## src/rtl/uart_rx.sv

```systemverilog
`timescale 1ns/1ps
// uart_rx: oversampling UART receiver. Start bit, DATA_WIDTH data bits LSB
// first, optional parity bit, one stop bit. Each bit is decided by a 2-of-3
// majority vote around its centre; the stop bit is judged early so the next
// frame's start edge can be caught even with a slightly fast transmitter.
module uart_rx #(
  parameter int DATA_WIDTH = 8,
  parameter int PRESCALE_W = 6
) (
  input  logic                  CLK,
  input  logic                  RST,
  input  logic                  RX_IN,
  input  logic [PRESCALE_W-1:0] Prescale,
  input  logic                  PAR_EN,
  input  logic                  PAR_TYP,
  output logic [DATA_WIDTH-1:0] P_DATA,
  output logic                  data_valid,
  output logic                  par_err,
  output logic                  stp_err,
  output logic                  busy
);

  localparam int BCNT_W = $clog2(DATA_WIDTH + 1);

  typedef enum logic [2:0] {IDLE, START, DATA, PARITY, STOP, DONE} state_t;

  state_t                r_state;
  logic                  r_sync1, r_sync2;
  logic [PRESCALE_W-1:0] r_p, r_edge;
  logic [BCNT_W-1:0]     r_bit;
  logic                  r_par_en, r_par_typ, r_par_bad;
  logic                  r_s0, r_s1, r_s2;
  logic [DATA_WIDTH-1:0] r_shift, r_pdata;
  logic                  r_dv, r_pe, r_se;

  logic                  w_line;
  logic [PRESCALE_W-1:0] w_p_eff, w_mid, w_last;
  logic                  w_at_m1, w_at_mid, w_at_p1, w_at_last;
  logic                  w_vote, w_stp_bad, w_par_bad;

  // 2-of-3 majority of the three centre samples
  function automatic logic maj3(input logic a, input logic b, input logic c);
    return (a & b) | (a & c) | (b & c);
  endfunction

  // Expected parity bit: even parity is the XOR of the data, odd inverts it
  function automatic logic par_bit(input logic [DATA_WIDTH-1:0] d, input logic odd);
    return (^d) ^ odd;
  endfunction

  // Effective oversampling ratio: at least 4 and always even so mid is exact
  assign w_p_eff   = (Prescale < PRESCALE_W'(4)) ? PRESCALE_W'(4)
                                                 : (Prescale & ~PRESCALE_W'(1));
  assign w_mid     = r_p >> 1;
  assign w_last    = r_p - PRESCALE_W'(1);
  assign w_line    = r_sync2;
  assign w_at_m1   = (r_edge == w_mid - PRESCALE_W'(1));
  assign w_at_mid  = (r_edge == w_mid);
  assign w_at_p1   = (r_edge == w_mid + PRESCALE_W'(1));
  assign w_at_last = (r_edge == w_last);
  // Third sample is the live line on the mid+1 edge itself (covers P=4,
  // where mid+1 is also the last edge, and the early stop decision)
  assign w_vote    = maj3(r_s0, r_s1, w_at_p1 ? w_line : r_s2);
  assign w_stp_bad = ~w_vote;
  assign w_par_bad = r_par_en & r_par_bad;

  assign P_DATA     = r_pdata;
  assign data_valid = r_dv;
  assign par_err    = r_pe;
  assign stp_err    = r_se;
  assign busy       = (r_state != IDLE);

  // Two-flop synchronizer; resets to idle-high so reset release is not a start
  always_ff @(posedge CLK or negedge RST) begin
    if (!RST) begin
      r_sync1 <= 1'b1;
      r_sync2 <= 1'b1;
    end else begin
      r_sync1 <= RX_IN;
      r_sync2 <= r_sync1;
    end
  end

  // Receive FSM: bit timing, sampling, shifting, checking and result pulses
  always_ff @(posedge CLK or negedge RST) begin
    if (!RST) begin
      r_state   <= IDLE;
      r_p       <= PRESCALE_W'(4);
      r_edge    <= '0;
      r_bit     <= '0;
      r_par_en  <= 1'b0;
      r_par_typ <= 1'b0;
      r_par_bad <= 1'b0;
      r_s0      <= 1'b1;
      r_s1      <= 1'b1;
      r_s2      <= 1'b1;
      r_shift   <= '0;
      r_pdata   <= '0;
      r_dv      <= 1'b0;
      r_pe      <= 1'b0;
      r_se      <= 1'b0;
    end else begin
      r_dv <= 1'b0;
      r_pe <= 1'b0;
      r_se <= 1'b0;
      if (r_state != IDLE && r_state != DONE) begin
        r_edge <= w_at_last ? '0 : r_edge + PRESCALE_W'(1);
        if (w_at_m1)  r_s0 <= w_line;
        if (w_at_mid) r_s1 <= w_line;
        if (w_at_p1)  r_s2 <= w_line;
      end
      case (r_state)
        // A low line here is edge 0 of a start bit; configuration is frozen now
        IDLE, DONE: begin
          r_edge <= '0;
          r_bit  <= '0;
          if (!w_line) begin
            r_p       <= w_p_eff;
            r_par_en  <= PAR_EN;
            r_par_typ <= PAR_TYP;
            r_par_bad <= 1'b0;
            r_edge    <= PRESCALE_W'(1);
            r_state   <= START;
          end else begin
            r_state <= IDLE;
          end
        end
        START: begin
          if (w_at_last) r_state <= w_vote ? IDLE : DATA;
        end
        DATA: begin
          if (w_at_last) begin
            r_shift <= {w_vote, r_shift[DATA_WIDTH-1:1]};
            r_bit   <= r_bit + BCNT_W'(1);
            if (r_bit == BCNT_W'(DATA_WIDTH - 1)) r_state <= r_par_en ? PARITY : STOP;
          end
        end
        PARITY: begin
          if (w_at_last) begin
            r_par_bad <= (w_vote != par_bit(r_shift, r_par_typ));
            r_state   <= STOP;
          end
        end
        STOP: begin
          if (w_at_p1) begin
            r_se   <= w_stp_bad;
            r_pe   <= w_par_bad;
            r_dv   <= ~(w_stp_bad | w_par_bad);
            if (!(w_stp_bad | w_par_bad)) r_pdata <= r_shift;
            r_edge  <= '0;
            r_state <= DONE;
          end
        end
        default: r_state <= IDLE;
      endcase
    end
  end

endmodule
```

## config.mk

```make
export PLATFORM = sky130hd
export DESIGN_NAME = uart_rx
export DESIGN_NICKNAME = d
export VERILOG_FILES = /design/src/rtl/uart_rx.sv
export SDC_FILE = /design/constraint.sdc
export NUM_CORES = 1
export LEC_CHECK = 0
export ABC_CLOCK_PERIOD_IN_PS = 2500
export BUFFER_PORTS_ARGS = -buffer_cell sky130_fd_sc_hd__buf_2
export CAP_MARGIN = 20
export CORE_MARGIN = 2
export CORE_UTILIZATION = 53
export CTS_CLUSTER_SIZE = 40
export DETAILED_ROUTE_END_ITERATION = 10
export GPL_TIMING_DRIVEN = 0
export PLACE_DENSITY = 0.81
export SLEW_MARGIN = 20
export SYNTH_ARGS = -nofsm -noshare
export SYNTH_HDL_FRONTEND = slang
export SYNTH_SLANG_ARGS = --single-unit
```

## constraint.sdc

```tcl
create_clock -name CLK -period 2.5 [get_ports CLK]
set_input_delay 0.125 -clock CLK [delete_from_list [all_inputs] [get_ports CLK]]
set_output_delay 0.125 -clock CLK [all_outputs]
set_load 0.005 [all_outputs]
```

==> out/qor.log, run 1 <==
qor: status.outcome finished with violations
qor: status.violations setup timing
qor: global_route.grt_util_all_layers 20.4%
qor: final_layout.final_common_cell dfrtp_1
qor: yosys.synthDominantCellAreaShare 39.9%
qor: route.post_drt_via_cell_ratio 5.67
qor: floorplanning.initial_core_util 55.4%
qor: floorplanning.die-width 71.9 um
qor: route.totalWireLength 5.16 mm
qor: clock_network.clk_root_buffer_cell clkbuf_8
qor: job.timing.max_cap.violations 0
qor: final_layout.leading_cell_types_in_the_layout_fill_and_taps_excluded dfrtp_1 (39), mux2_2 (22), buf_2 (20)
qor: critical_path.setup.worst_path.end_class flip-flop
qor: yosys.synthDominantAreaCellType dfrtp_1
qor: sta.worst_slew_margin_rel 51.1%
qor: clock_network.cts_htree_levels 2
qor: floorplanning.num_rows 24
qor: sta.worstMarginPinSlew 0.728 ns
qor: critical_path.cp_required 2.74 ns
qor: final_layout.post-route-cell-area 2980 um^2
qor: floorplanning.pin_count 23
qor: sta.timing.setup.tns -0.00688 ns
qor: min_path.holdCritPathClass input port to flip-flop
qor: route.drt_iter0_drc 145
qor: placed_design.dpl_cell_area 2620 um^2
qor: placed_design.gpl.final_weighted_congestion 0.860
qor: yosys.count_of_yosys_warnings_during_synthesis 0
qor: floorplanning.core_region_area 4410 um^2
qor: global_route.grt_antenna_before_repair 0
qor: pwr.cell_pwr_density 1070 nW/um^2
qor: critical_path.worst_ep_arrival_time 2.75 ns
qor: yosys.async_flop_share 100%
qor: final_layout.drive_gt1_share 38.1%
qor: final_layout.final_net_count 279
qor: sta.final_hold_viol_count 0
qor: yosys.synth_area 2450 um^2
qor: clock_network.cts_buffers 5
qor: route.routed_wire_length_per_instance 16.3 um
qor: global_route.grt_pass1_wl 8.14 mm
qor: placed_design.placed_cells_incl_taps 294
qor: sta.post-route-period-util 100%
qor: critical_path.critical_path_peak_fanout 6
qor: critical_path.worst_setup_path_start_kind flip-flop
qor: final_layout.fill_cells 308
qor: sta.report.final.setup_viol 1
qor: yosys.synth.avg_cell_area 11.1 um^2
qor: floorplanning.dieArea 5170 um^2
qor: floorplanning.chipHeight 71.9 um
qor: sta.timing.final.max_slew_violations 0
qor: yosys.netlist-cell-type-count 49
qor: sta.finalWorstSetupSlack -0.00688 ns
qor: global_route.globalRouteOverflowTotal 0
qor: clock_network.clock-sinks 45
qor: yosys.synth-edff-count 0
qor: pwr.power.ir.vdd_worst 0.485 mV
qor: placed_design.total_of_buffers_placed_on_input_and_output_ports 21
qor: clock_network.worstSkewPairLatency 0.30 ns
qor: sta.worst_clock_skew 0.00706 ns
qor: route.drc 0
qor: yosys.mappedNetlistNets 236
qor: final_layout.area_delta_synth_final 21.9%
qor: yosys.ys_seq_elements 45
qor: pwr.static-leakage-power 1.38 nW
qor: pwr.power.total 0.00320 W
qor: global_route.largest_net_degree_at_the_start_of_global_routing 46
qor: route.ant_nets 0
qor: clock_network.clkTransAtPathRegs 0.09 ns
qor: final_layout.final_cells 317
qor: placed_design.placement.setup.worst_slack -0.195 ns
qor: route.vias_after_detailed_routing 1798
qor: global_route.first_global_vias 1721
qor: clock_network.clock_tree_from_tritoncts built
qor: critical_path.setup.worst_path.class flip-flop to flip-flop
qor: sta.rsz0062_at_grt yes
qor: final_layout.insertedDiodeCount 0
qor: placed_design.place_hpwl 3.09 mm
qor: sta.max_freq 399 MHz
qor: clock_network.clk_path_buf_depth 2
qor: route.detail_route.first_pass.iterations 4
qor: yosys.synth_cells 221
qor: yosys.synth.top_cells.by_area dfrtp_1 (40%), mux2_2 (10%), xnor2_1 (7.2%), dfstp_2 (6.4%), xor2_1 (3.6%)
qor: yosys.yosys_most_used_dff dfrtp_1
qor: sta.post-route-min-period 2.51 ns
qor: yosys.synth.yosys.seq_area_share 46.3%
## cells in the mapped netlist, types with 3 or more instances
master    number
dfrtp_1       39
mux2_2        22
xnor2_1       20
nand2_1       15
nor2_1        14
o21ai_0       12
nand3_1       10
xor2_1        10
dfstp_2        6
inv_1          6
buf_4          4
ha_1           4
nand2b_1       3
nand4_1        3
nor3_1         3
nor4_1         3
or3_1          3
## worst paths after layout
check                      slack [ns]  depth (start not counted)                endpoint          startpoint
hold / removal                   0.03                          3    r_par_en$_DFFE_PN0P_              PAR_EN
min in group asynchronous        0.36                          2     r_edge[4]$_DFF_PN0_                 RST
setup / recovery               -0.007                         11  r_state[1]$_DFFE_PN0P_  r_p[1]$_DFFE_PN0P_
hold reg to reg                  0.36                          0       r_sync2$_DFF_PN1_   r_sync1$_DFF_PN1_
max in group asynchronous        1.75                          2        r_s1$_DFFE_PN1P_                 RST
setup reg to reg               -0.007                         11  r_state[1]$_DFFE_PN0P_  r_p[1]$_DFFE_PN0P_
## kinds of logic (layout without fill, tap and decap cells)
logic type | after synthesis | in the layout | synth area share, %
simple gates | 70 | 70 | 15.7
buf+inv | 19 | 63 | 5.22
fa+ha+maj | 6 | 6 | 2.86
compound gates | 27 | 27 | 8.08
xor+xnor | 30 | 30 | 10.7
flops | 45 | 45 | 46.3
mux | 24 | 24 | 11.0
## registers in the layout (all words and copies together) (netlist names), 3 cells and up
| signal | count |
|---|---|
| r_bit | 4 |
| r_state | 3 |
| r_shift | 8 |
| P_DATA | 8 |
| r_edge | 6 |
| r_p | 5 |
## routing by layer
metal	up-vias	wire length, um	part of all wire, %	global-route usage [%]
met2	53	2610	51	32.3
met1	885	2190	42	29.1
met4	0	40	0.77	5.03
met5	-	0	0	0
li1	855	-	-	-
met3	5	325	6.3	4.31
## report_power, final
part / switching [W] / internal (W) / leakage, nW / total (W)
combinational: 0.000857 / 0.000775 / 0.735 / 0.00163
sequential: 0.000124 / 0.000881 / 0.588 / 0.00101
clock: 0.000257 / 0.000300 / 0.0554 / 0.000558
## repair_timing
item / in CTS / in global routing
hold endpoints to repair: 1 / 39
buffers inserted: 6 / 6
gates cloned: 1 / 0
resized for setup: 8 / 19
endpoints found under the setup margin: 17 / 18
pin swaps: 3 / 11
hold buffers: 1 / 1
## worst max-delay path, stage by stage (launching register included)
cell       delay (ns)
dfrtp_1          0.41
buf_6            0.15
inv_4            0.05
ha_4             0.15
nand2b_4         0.08
nor4b_4          0.30
a31oi_2          0.08
a2111oi_4        0.33
buf_4            0.21
o31ai_4          0.09
or4_1            0.51
nand3_1          0.10
## stage by stage
step / hold WS [ns] / utilization (%)
after floorplan: -0.171 / -
after global placement: 0.230 / 59.3
after detailed placement: 0.232 / 59.3
after CTS: 0.0236 / 64.3
after global routing: 0.0466 / 67.5
final: 0.0287 / 67.5
## layout make-up
class | instances | area, um^2 | area share [%]
plain buffers | 13 | 118 | 3.94
clock buffers | 6 | 72.6 | 2.43
clock inverters | 2 | 38.8 | 1.30
inverters | 6 | 25.0 | 0.839
multi-input cells | 157 | 1300 | 43.7
flip-flops and latches | 45 | 1130 | 38.0
well taps | 52 | 65.1 | 2.18
repair buffers | 36 | 225 | 7.55
(Power assumes the default switching activity.)
==> run 2: changes to the inputs <==
CORE_UTILIZATION = 23   (was 53)
PLACE_DENSITY = 0.45   (was 0.81)
==> run 2 against run 1 <==
The flow now finishes without violations. Wire length decreased by 1.2%. Flip-flop and latch count unchanged. Count of clock-buffer cells in the layout decreased by 1. Global-route usage decreased by 11 points. Cell area increased by 0.34%. Critical endpoint is now P_DATA[1]$_DFFE_PN0P_. Largest cell class unchanged. Largest power group unchanged.
==> out/qor.log, run 2 (synthesis gave the netlist of run 1 again) <==
qor: critical_path.crit_slowest_cell dfstp_2
qor: clock_network.cts_buffers 5 [unchanged]
qor: clock_network.worstSkewPairLatency 0.31 ns [about the same]
qor: min_path.holdCritPathClass input port to flip-flop
qor: clock_network.cts_htree_levels 2 [unchanged]
qor: sta.worstMarginPinSlew 0.753 ns [+0.0244 ns]
qor: critical_path.setup.worst_path.class flip-flop to flip-flop
qor: global_route.largest_net_degree_at_the_start_of_global_routing 46 [unchanged]
qor: critical_path.cp_required 2.70 ns [-0.04 ns]
qor: floorplanning.die-width 107 um [+49%]
qor: final_layout.final_common_cell dfrtp_1
qor: floorplanning.initial_core_util 23.7% [-32 points]
qor: final_layout.final_net_count 274 [-1.8%]
qor: critical_path.path_buf_inv 2 [-1]
qor: route.detail_route.first_pass.iterations 4 [unchanged]
qor: critical_path.worstSetupPathDepth 8 [-3]
qor: critical_path.r2r_slack 0.03 ns [+0.04 ns]
qor: pwr.cell_pwr_density 993 nW/um^2 [-7.3%]
qor: critical_path.worst_ep_arrival_time 2.67 ns [-0.08 ns]
qor: sta.max_freq 405 MHz [+1.6%]
qor: sta.post-route-min-period 2.47 ns [-0.0403 ns]
qor: critical_path.worst_setup_path_start_kind flip-flop
qor: sta.final_hold_viol_count 0 [unchanged]
qor: clock_network.clock-sinks 45 [unchanged]
qor: route.drt_iter0_drc 58 [-60%]
qor: critical_path.timing.critical_path.cells inv_2 -> ha_4 -> xnor2_2 -> nor3b_4 -> o211ai_4 -> nor4bb_4 -> buf_6 -> mux2_2
qor: final_layout.drive_gt1_share 36.2% [-2.0 points]
qor: final_layout.area_delta_synth_final 22.3%
qor: critical_path.crit_family simple AND/OR/NAND/NOR gates
qor: floorplanning.pin_count 23 [unchanged]
qor: sta.worst_clock_skew 0.00900 ns [+0.00195 ns]
qor: min_path.hold_end r_par_en$_DFFE_PN0P_
qor: route.ant_nets 0 [unchanged]
qor: floorplanning.core_region_area 10300 um^2 [+130%]
qor: clock_network.clock_tree_from_tritoncts built
qor: critical_path.setup.worst_path.end_class flip-flop
qor: floorplanning.dieArea 11500 um^2 [+120%]
qor: final_layout.fin_util 29.0% [-39 points]
qor: pwr.power.total 0.00297 W [-7.0%]
qor: clock_network.clk_path_buf_depth 2 [unchanged]
qor: floorplanning.chipHeight 107 um [+49%]
qor: min_path.worst_hold_launch PAR_EN
qor: placed_design.place_hpwl 3.53 mm [+14%]
qor: placed_design.total_of_buffers_placed_on_input_and_output_ports 21 [unchanged]
qor: route.drc 0 [unchanged]
qor: critical_path.critical_path_peak_fanout 6 [unchanged]
qor: min_path.worst_hold_path.num_cells 3 [unchanged]
qor: global_route.first_global_vias 1742 [+1.2%]
qor: global_route.globalRouteOverflowTotal 0 [unchanged]
qor: route.vias_after_detailed_routing 1684 [-6.3%]
qor: final_layout.leading_cell_types_in_the_layout_fill_and_taps_excluded dfrtp_1 (39), buf_2 (20), xnor2_1 (19)
qor: sta.worst_slew_margin_rel 49.4% [-1.6 points]
qor: sta.post-route-period-util 98.7% [-1.6 points]
qor: sta.rsz0062_at_grt yes
qor: critical_path.critical_path.max_stage_delay 0.57 ns [+0.06 ns]
qor: clock_network.clkTransAtPathRegs 0.09 ns [about the same]
qor: critical_path.rr_startpoint r_p[2]$_DFFE_PN1P_
qor: job.timing.max_cap.violations 0 [unchanged]
qor: placed_design.gpl.final_weighted_congestion 0.735 [-15%]
qor: global_route.grt_pass1_wl 8.69 mm [+6.7%]
qor: critical_path.cells_on_worst_reg2reg_path 8 [-3]
qor: sta.timing.final.max_slew_violations 0 [unchanged]
qor: final_layout.insertedDiodeCount 0 [unchanged]
qor: route.post_drt_via_cell_ratio 4.25 [-25%]
qor: pwr.power.ir.vdd_worst 0.290 mV [-40%]
qor: global_route.grt_antenna_before_repair 0 [unchanged]
qor: critical_path.critical_path.reg2reg.endpoint P_DATA[1]$_DFFE_PN0P_
qor: clock_network.clk_root_buffer_cell clkbuf_8
qor: pwr.static-leakage-power 1.33 nW [-3.5%]
qor: floorplanning.num_rows 37 [+54%]
qor: route.routed_wire_length_per_instance 12.9 um [-21%]
qor: route.totalWireLength 5.10 mm [-1.2%]
qor: final_layout.fill_cells 1070 [+250%]
qor: global_route.grt_util_all_layers 9.61% [-11 points]
qor: sta.report.final.setup_viol 0 [-1]
qor: status.outcome completed
==> run 2: power by group <==
group / internal [W] / switching [W] / total (W)
logic: 0.000706 / 0.000782 / 0.00149
registers: 0.000881 / 0.000116 / 0.000997
clock network: 0.000204 / 0.000282 / 0.000486
==> run 2: area by class of cell <==
type                    instances  area (um^2)  share of cell area (%)
inverters                       6         22.5                   0.753
plain buffers                  13          118                    3.93
multi-input cells             157         1270                    42.3
repair buffers                 31          188                    6.27
flip-flops and latches         45         1130                    37.9
well taps                     136          170                    5.69
clock buffers                   5         68.8                    2.30
clock inverters                 3         25.0                   0.836
==> run 2: worst max path at each step <==
stage                        from                      to  slack, ns
2_1_floorplan  r_p[1]$_DFFE_PN0P_  r_shift[3]$_DFFE_PN0P_        0.1
3_3_place_gp   r_p[1]$_DFFE_PN0P_  r_shift[3]$_DFFE_PN0P_      -0.28
3_5_place_dp   r_p[1]$_DFFE_PN0P_  r_shift[3]$_DFFE_PN0P_      -0.29
4_1_cts        r_p[1]$_DFFE_PN0P_   P_DATA[7]$_DFFE_PN0P_       0.01
5_1_grt        r_p[2]$_DFFE_PN1P_   P_DATA[3]$_DFFE_PN0P_      -0.08
6_report       r_p[2]$_DFFE_PN1P_   P_DATA[1]$_DFFE_PN0P_       0.03
==> run 2: tightest hold or removal path, delay by kind of cell <==
family	cells	cell delay, ns
buffers and inverters	1	0.08
AO/OA/AOI/OAI	1	0.06
AND/OR/NAND/NOR	1	0.04
==> run 2: repair_timing <==
action	4_1_cts	5_1_grt
setup endpoints to repair	23	19
buffers inserted	5	2
gates resized for setup	12	11
endpoints found under the hold margin	1	39
gates cloned	1	0
pin swaps	2	2
hold buffers	1	1
==> run 2: routing by layer <==
| metal | global-route usage [%] | vias to the layer above | wire length, um |
|---|---|---|---|
| met1 | 13.0 | 817 | 2580 |
| met5 | 0 | - | 0 |
| met3 | 1.95 | 4 | 152 |
| li1 | - | 845 | - |
| met2 | 15.1 | 18 | 2320 |
| met4 | 3.62 | 0 | 44 |
==> run 2: metrics by stage <==
| stage | cells | setup TNS (ns) | cell area (um^2) | hold WS [ns] | worst slack [ns] |
|---|---|---|---|---|---|
| after floorplan | 221 | 0 | 2450 | -0.171 | 0.0958 |
| after global placement | 378 | -4.08 | 2720 | 0.232 | -0.276 |
| after detailed placement | 378 | -4.34 | 2720 | 0.236 | -0.289 |
| after CTS | 393 | 0 | 2940 | 0.0243 | 0.0103 |
| after global routing | 396 | -0.584 | 2990 | 0.0544 | -0.0796 |
| final | 396 | 0 | 2990 | 0.0351 | 0.0335 |
==> run 3: changes to the inputs <==
BUFFER_PORTS_ARGS = not set   (was -buffer_cell sky130_fd_sc_hd__buf_2)
DONT_BUFFER_PORTS = 1   (was not set)
PLACE_DENSITY = 0.43   (was 0.45)
==> run 3 against run 2 <==
Utilization increased by 0.61 points. Count of clock-buffer cells in the layout unchanged. Global-route usage down 0.14 points. Non-clock buffer count is 10 lower. Largest power group unchanged. Largest cell class unchanged. Clock power rose by 15%. Critical endpoint is now r_state[1]$_DFFE_PN0P_.
==> out/qor.log, run 3 (synthesis gave the netlist of run 1 again) <==
qor: final_layout.final_net_count 264 [-3.6%]
qor: clock_network.clk_path_buf_depth 2 [unchanged]
qor: placed_design.dpl_cell_area 2620 um^2 [-3.9%]
qor: min_path.holdCritPathClass input port to flip-flop
qor: final_layout.post-route-cell-area 3050 um^2 [+2.1%]
qor: final_layout.area_delta_synth_final 24.9%
qor: floorplanning.core_region_area 10300 um^2 [unchanged]
qor: route.ant_nets 0 [unchanged]
qor: clock_network.clk_root_buffer_cell clkbuf_8
qor: pwr.total_switching_power 0.00117 W [-1.2%]
qor: floorplanning.pin_count 23 [unchanged]
qor: sta.timing.setup.tns 0 ns [unchanged]
qor: route.vias_after_detailed_routing 1633 [-3.0%]
qor: critical_path.setup.worst_path.class flip-flop to flip-flop
qor: final_layout.leading_cell_types_in_the_layout_fill_and_taps_excluded dfrtp_1 (39), xnor2_1 (18), buf_4 (15), nand2_1 (15), mux2_2 (15)
qor: clock_network.clkTransAtPathRegs 0.09 ns [about the same]
qor: global_route.globalRouteOverflowTotal 0 [unchanged]
qor: clock_network.worstSkewPairLatency 0.30 ns [about the same]
qor: route.post_drt_via_cell_ratio 4.23 [-0.52%]
qor: pwr.power.combinational.fraction 49.4% [-0.7 points]
qor: floorplanning.initial_core_util 23.7% [unchanged]
qor: floorplanning.num_rows 37 [unchanged]
qor: route.totalWireLength 5.23 mm [+2.6%]
qor: sta.finalWorstSetupSlack 0.0654 ns [+0.0320 ns]
qor: pwr.static-leakage-power 1.30 nW [-1.9%]
qor: final_layout.final_cells 386 [-2.5%]
qor: sta.worst_slew_margin_rel 50.0% [+0.54 points]
qor: floorplanning.chipHeight 107 um [unchanged]
qor: pwr.power_report.internal_total 0.00191 W [+6.8%]
qor: pwr.power.share.sequential 32.4% [-1.2 points]
qor: sta.timing.final.max_slew_violations 0 [unchanged]
qor: global_route.largest_net_degree_at_the_start_of_global_routing 46 [unchanged]
qor: global_route.first_global_vias 1634 [-6.2%]
qor: global_route.grt_antenna_before_repair 0 [unchanged]
qor: sta.report.final.setup_viol 0 [unchanged]
qor: critical_path.worst_ep_arrival_time 2.67 ns [about the same]
qor: global_route.grt_pass1_wl 8.59 mm [-1.1%]
qor: pwr.power.share.switching 37.8% [-1.9 points]
qor: global_route.grt_util_all_layers 9.47% [-0.14 points]
qor: route.detail_route.first_pass.iterations 4 [unchanged]
qor: sta.worstMarginPinSlew 0.747 ns [-0.00512 ns]
qor: sta.max_freq 411 MHz [+1.3%]
qor: critical_path.cp_required 2.74 ns [+0.04 ns]
qor: sta.post-route-period-util 97.4% [-1.3 points]
qor: pwr.power.ir.vdd_worst 0.266 mV [-8.5%]
qor: floorplanning.dieArea 11500 um^2 [unchanged]
qor: final_layout.final_common_cell dfrtp_1
qor: clock_network.cts_buffers 5 [unchanged]
qor: clock_network.cts_htree_levels 2 [unchanged]
qor: job.timing.max_cap.violations 0 [unchanged]
qor: critical_path.critical_path_peak_fanout 4 [-2]
qor: route.routed_wire_length_per_instance 13.6 um [+5.2%]
qor: critical_path.startpoint r_p[2]$_DFFE_PN1P_
qor: placed_design.total_of_buffers_placed_on_input_and_output_ports 0 [-100%]
qor: route.drc 0 [unchanged]
qor: final_layout.insertedDiodeCount 0 [unchanged]
qor: placed_design.placement.setup.worst_slack -0.333 ns [-0.0446 ns]
qor: sta.rsz0062_at_grt yes
qor: pwr.cell_pwr_density 1010 nW/um^2 [+1.5%]
qor: placed_design.place_hpwl 3.51 mm [-0.52%]
qor: floorplanning.die-width 107 um [unchanged]
qor: status.outcome completed
qor: critical_path.rr_startpoint r_p[2]$_DFFE_PN1P_
qor: min_path.worst_hold_launch Prescale[3]
qor: pwr.clockPowerShare 18.2% [+1.8 points]
qor: clock_network.clock-sinks 45 [unchanged]
qor: sta.post-route-min-period 2.43 ns [-0.0320 ns]
qor: sta.final_hold_viol_count 0 [unchanged]
qor: placed_design.placed_cells_incl_taps 357 [-5.6%]
qor: clock_network.clock_tree_from_tritoncts built
qor: critical_path.worst_setup_path_start_kind flip-flop
qor: final_layout.drive_gt1_share 32.0% [-4.2 points]
qor: critical_path.setup.worst_path.end_class flip-flop
qor: sta.worst_clock_skew 0.00867 ns [-0.000337 ns]
qor: placed_design.gpl.final_weighted_congestion 0.729 [-0.83%]
qor: route.drt_iter0_drc 40 [-31%]
-- run 3: cell types whose count changed in the layout (fill, tap and decap cells not counted), moves of 2 or more --
cell / before / now
buf_2: 20 / 0
buf_4: 13 / 15
dlygate4sd3_1: 2 / 9
inv_6: 2 / 0
mux2_2: 18 / 15
mux2_4: 5 / 8
-- run 3: stage by stage --
step / hold WS (ns) / utilization [%] / power, W
after floorplan: -0.171 / - / 0.00203
after global placement: -0.170 / 25.3 / 0.00228
after detailed placement: -0.170 / 25.3 / 0.00229
after CTS: 0.0925 / 28.8 / 0.00306
after global routing: 0.102 / 29.6 / 0.00332
final: 0.0924 / 29.6 / 0.00308
-- run 3: worst max-delay path, cell delays in order, from the launching register on --
cell and delay (ns):
dfstp_2 0.56, ha_2 0.21, nor2_1 0.06, o311a_1 0.32
o211ai_4 0.23, buf_4 0.16, mux2_2 0.37, or4_1 0.41
nand3_1 0.08
-- run 3: area by class of cell --
cell class	instances	area [um^2]
clock buffers	5	68.8
repair buffers	21	200
multi-input cells	157	1290
fillers	1071	7270
flip-flops and latches	45	1130
well taps	136	170
plain buffers	13	118
inverters	6	22.5
clock inverters	3	46.3
-- run 3: power by group through the flow --
stage                     combinational (W)  sequential, W  clock, W
after floorplan                     0.00105       0.000983         0
after global placement              0.00127        0.00102         0
after detailed placement            0.00127        0.00101         0
after CTS                           0.00147       0.000992  0.000594
after global routing                0.00168        0.00102  0.000620
final                               0.00152       0.000996  0.000561
-- run 3: path summary, 6_finish.rpt --
kind | to | slack (ns) | depth (start not counted)
worst min-delay path | r_p[2]$_DFFE_PN1P_ | 0.09 | 3
worst max register to register | r_state[1]$_DFFE_PN0P_ | 0.07 | 8
min in group asynchronous | r_p[4]$_DFFE_PN0P_ | 0.34 | 2
max in group asynchronous | r_s1$_DFFE_PN1P_ | 1.89 | 2
worst min register to register | r_sync2$_DFF_PN1_ | 0.36 | 0
worst max-delay path | r_state[1]$_DFFE_PN0P_ | 0.07 | 8
-- run 3: timing repair --
| item | CTS | global route |
|---|---|---|
| pin swaps | 2 | 6 |
| gates cloned | 1 | 0 |
| setup buffers | 6 | 4 |
| hold buffers | 10 | 0 |
| setup endpoints to repair | 21 | 16 |
| resized for setup | 12 | 16 |
| endpoints found under the hold margin | 53 | 0 |
-- run 3: metal layers --
layer	track usage, %	share of wire, %	vias to the layer above
met2	14.8	46	14
met5	0	0	-
li1	-	-	821
met4	2.78	0.90	0
met1	13.4	51	796
met3	1.64	1.8	2
